`config.mk`:
```
export PLATFORM = sky130hd
export DESIGN_NAME = fifo_write_arbiter
export DESIGN_NICKNAME = d
export VERILOG_FILES = /design/src/rtl/fifo_write_arbiter.sv
export SDC_FILE = /design/constraint.sdc
export NUM_CORES = 1
export LEC_CHECK = 0
export ABC_AREA = 1
export BUFFER_PORTS_ARGS = -buffer_cell sky130_fd_sc_hd__buf_4
export CORE_MARGIN = 8
export CORE_UTILIZATION = 47
export CTS_BUF_LIST = sky130_fd_sc_hd__clkbuf_4 sky130_fd_sc_hd__clkbuf_8
export DETAILED_ROUTE_END_ITERATION = 10
export GPL_TIMING_DRIVEN = 0
export PLACE_DENSITY = 0.95
export SLEW_MARGIN = 20
export SYNTH_ARGS = -nofsm -noshare
export SYNTH_HDL_FRONTEND = slang
export SYNTH_SLANG_ARGS = --single-unit
```
`constraint.sdc`:
```
create_clock -name clk -period 2.9 [get_ports clk]
set_input_delay 0.145 -clock clk [delete_from_list [all_inputs] [get_ports clk]]
set_output_delay 0.145 -clock clk [all_outputs]
set_load 0.01 [all_outputs]
```
`src/rtl/fifo_write_arbiter.sv`:
```
// Round-robin, message-granular arbiter sharing one FIFO write port between N_REQ producers.
// A grant lasts until the producer's last beat or until MAX_BURST beats force a release.
module fifo_write_arbiter #(
  parameter int N_REQ     = 2,
  parameter int DATA_W    = 8,
  parameter int MAX_BURST = 16
) (
  input  logic                      clk,
  input  logic                      reset,
  input  logic [N_REQ-1:0]          req_valid,
  input  logic [N_REQ*DATA_W-1:0]   req_data,
  input  logic [N_REQ-1:0]          req_last,
  output logic [N_REQ-1:0]          req_ready,
  output logic                      fifo_write_en,
  output logic [DATA_W-1:0]         fifo_write_data,
  input  logic                      fifo_full,
  output logic                      status_busy,
  output logic [$clog2(N_REQ)-1:0]  status_grant_id,
  output logic                      status_split
);

  localparam int GW = $clog2(N_REQ);
  localparam int CW = $clog2(MAX_BURST + 1);

  typedef enum logic {IDLE = 1'b0, GRANT = 1'b1} state_t;

  state_t          state_q, state_d;
  logic [GW-1:0]   g_q, g_d;
  logic [GW-1:0]   p_q, p_d;
  logic [CW-1:0]   cnt_q, cnt_d;
  logic            split_q, split_d;

  logic [GW-1:0]   pick_s;
  logic            found_s;
  logic            xfer_s;
  logic            cap_s;
  logic            rel_s;
  logic [GW-1:0]   next_g_s;

  // Round-robin pick: scan from p downwards in priority so the lowest offset wins.
  always_comb begin
    found_s = |req_valid;
    pick_s  = '0;
    for (int k = N_REQ - 1; k >= 0; k--) begin
      pick_s = req_valid[(int'(p_q) + k) % N_REQ] ? GW'((int'(p_q) + k) % N_REQ) : pick_s;
    end
  end

  // Transfer and release qualifiers for the granted requester.
  always_comb begin
    xfer_s   = (state_q == GRANT) && req_valid[g_q] && !fifo_full;
    cap_s    = (cnt_q == CW'(MAX_BURST - 1));
    rel_s    = xfer_s && (req_last[g_q] || cap_s);
    next_g_s = (g_q == GW'(N_REQ - 1)) ? '0 : g_q + GW'(1);
  end

  // Next-state logic; a cap release only flags a split when the beat was not also last.
  always_comb begin
    state_d = state_q;
    g_d     = g_q;
    p_d     = p_q;
    cnt_d   = cnt_q;
    split_d = split_q;
    case (state_q)
      IDLE: begin
        if (found_s) begin
          state_d = GRANT;
          g_d     = pick_s;
          cnt_d   = '0;
        end else begin
          state_d = IDLE;
        end
      end
      GRANT: begin
        if (rel_s) begin
          state_d = IDLE;
          p_d     = next_g_s;
          cnt_d   = '0;
          split_d = split_q | !req_last[g_q];
        end else if (xfer_s) begin
          cnt_d = cnt_q + CW'(1);
        end else begin
          cnt_d = cnt_q;
        end
      end
      default: begin
        state_d = IDLE;
      end
    endcase
  end

  // State registers.
  always_ff @(posedge clk or posedge reset) begin
    if (reset) begin
      state_q <= IDLE;
      g_q     <= '0;
      p_q     <= '0;
      cnt_q   <= '0;
      split_q <= 1'b0;
    end else begin
      state_q <= state_d;
      g_q     <= g_d;
      p_q     <= p_d;
      cnt_q   <= cnt_d;
      split_q <= split_d;
    end
  end

  // Combinational pass-through so a full FIFO stalls with no added latency.
  always_comb begin
    req_ready       = '0;
    fifo_write_en   = 1'b0;
    fifo_write_data = '0;
    if (state_q == GRANT) begin
      req_ready[g_q]  = !fifo_full;
      fifo_write_en   = req_valid[g_q] && !fifo_full;
      fifo_write_data = req_data[g_q*DATA_W +: DATA_W];
    end else begin
      req_ready       = '0;
      fifo_write_en   = 1'b0;
      fifo_write_data = '0;
    end
  end

  assign status_busy     = (state_q == GRANT);
  assign status_grant_id = g_q;
  assign status_split    = split_q;

endmodule
```
==> results.txt <==
Status: finished clean
Post-Route Utilization: 0.750
Final max-slew violation count: 0
Die Wd: 52.4 um
Routability Congestion: 0.820
Die height: 52.4 um
Setup crit start kind: flop
I/O Buffers: 36
Post-Syn Area: 623 um2
Fill count: 91
Share of post-route cells with drive strength above 1: 0.364
Clock share of power: 0.134
DRC: 0
Starting density of the core: 0.491
Final ANT Viol Nets: 0
First-pass DRT Iterations: 4
Resized cells post-CTS: 0
Final Cycle Share: 0.552
Worst Hold Class: in -> reg
Nets: 158
Hold violation count in the final report: 0
Sequential share of the synthesized area: 0.361
Gate power share: 0.586
Most common cell after layout, fill and taps aside: buf_4
Iteration-0 DRC Markers: 9
CTS tree: built
Worst EP required: 2760 ps
Clk buf depth: 2
# Max-Cap Violations: 0
Setup repair after global routing missed its margin: no
Post-synth cell types: 17
Syn. warnings: 0
FP Rows: 13
Routed vias: 728
Met3 Use GR: 0.0511
Total grt overflow: 0
Clk sinks: 9
Core area: 0.00127 mm2
Maximum net fanout on the critical path: 10
Largest cells by area after synthesis: dfrtp_1 (36%), nand2_1 (12%), nor2_1 (11%)
Met2 Usage GRT: 0.233
FF+latch count, synth: 9
Setup violators final: 0
First-pass GRT wire length: 3160 um
Area growth from synthesis to layout: 52.8%
Area share of the largest cell type after synthesis: 0.361
Pin count of the biggest net entering global routing: 11
PD cells: 852 mW/mm2
Vias in the first global route: 703
Tot Pwr: 0.811 mW
Post-Syn Instances: 91
Clock slew at reported path FFs: 60 ps
Gr busiest metal: met2
Gr usage total: 0.147
Post-detail-place hpwl: 1520 um
Avg Inst Size Synth: 6.85 um2
Syn_nets: 116
TritonCTS buffer count: 3
Worst-Margin Slew: 358 ps
Initial antenna violation count: 0
FMAX: 625 MHz
IO Count: 37
Antenna Cells: 0
Vias per cell: 4.95
Final Skew: 1.27 ps
Critical Path AT: 1450 ps
Setup CP Type: reg -> out
Relative slew slack: 0.761
Sw frac: 0.447
Period minus WS final: 1600 ps
Commonest non-fill, non-tap cells in the layout: buf_4 (36), nand2_1 (20), nor2_1 (18), o21ai_0 (11), inv_1 (10)
Post-synth top area cell: dfrtp_1
Fin Setup TNS: 0 ps
Hold_ws: 155 ps
Sequential share of power: 0.279
Cell leakage power: 0.534 nW
Clk_lat worst skew: 260 ps
GRT met1 Usage: 0.174
Die Area: 0.00275 mm2
Psw: 0.363 mW
Routed wire per std cell: 12.9 um
H-tree depth: 1
Root Driver: clkbuf_4
VDD IR-drop max: 0.501 mV
Int Pwr: 0.449 mW
Worst Setup End Kind: output pin
Reg2reg setup slack: 1350 ps
Final wirelength: 1900 um
per-stage QoR:
step	cells	area, um2	worst slack [ps]
6_report	147	952	1300
5_1_grt	147	952	1150
4_1_cts	147	952	1310
3_5_place_dp	142	912	1360
3_3_place_gp	142	912	1410
2_1_floorplan	91	623	1500
cells in the mapped netlist:
master	number
clkbuf_1	2
dfrtp_1	9
ha_1	2
inv_1	10
inv_2	1
nand2_1	20
nand2_2	2
nand3_1	2
nand3_2	1
nand3b_1	1
nand4_1	4
nor2_1	18
nor3_1	2
o21ai_0	11
o21ai_2	4
o21bai_1	1
xor2_1	1
path summary, 6_finish.rpt:
path | startpoint | cells past startpoint | to
min in group asynchronous | reset | 3 | cnt_q[1]
min reg2reg | p_q | 2 | p_q
max in group asynchronous | reset | 3 | cnt_q[0]
max | status_busy | 4 | fifo_write_data[1]
max reg2reg | cnt_q[0] | 8 | cnt_q[4]
min | req_valid[1] | 3 | status_busy
flip-flops by register name (all words and copies together) (netlist names):
signal,cells
cnt_q,5
p_q,1
status_busy,1
status_grant_id,1
status_split,1
per-layer routing:
metal  vias to the layer above  routed length (um)
met2                        32                 859
met3                         4                 210
li1                        378                   -
met1                       314                 802
met5                         -                   0
met4                         0                  27
cell families (layout without fill, tap and decap cells):
group,after synthesis,after routing,synth area share
AND/OR/NAND/NOR,50,50,0.349
AO/OA/AOI/OAI,16,16,0.157
buffers and inverters,13,54,0.0783
flip-flops,9,9,0.361
adder cells (fa/ha/maj),2,2,0.0402
XOR/XNOR,1,1,0.0141
worst max-delay path, cell delays in order, from the launching register on:
cell,delay [ps]
dfrtp_1,450
clkbuf_1,330
o21ai_0,160
nor2_1,120
buf_4,130
power groups by stage:
stage,registers [mW],logic [mW],clock network (mW)
3_3_place_gp,0.223,0.470,0
3_5_place_dp,0.225,0.480,0
6_report,0.227,0.476,0.109
5_1_grt,0.236,0.530,0.115
4_1_cts,0.226,0.482,0.111
2_1_floorplan,0.224,0.271,0
final cells by class:
class / count / area (um2) / share of cell area
flip-flops and latches: 9 / 225 / 0.237
multi-input cells: 69 / 349 / 0.367
clock buffers: 4 / 30.0 / 0.0315
repair buffers: 37 / 280 / 0.294
plain buffers: 2 / 7.51 / 0.00788
well taps: 15 / 18.8 / 0.0197
inverters: 11 / 41.3 / 0.0434
timing repair:
action | in CTS | in global routing
endpoints found under the hold margin | 9 | 0
endpoints found under the setup margin | 0 | 0
setup buffers | 0 | 0
hold buffers | 1 | 0
No activity file was read; power rests on OpenSTA's default activity.
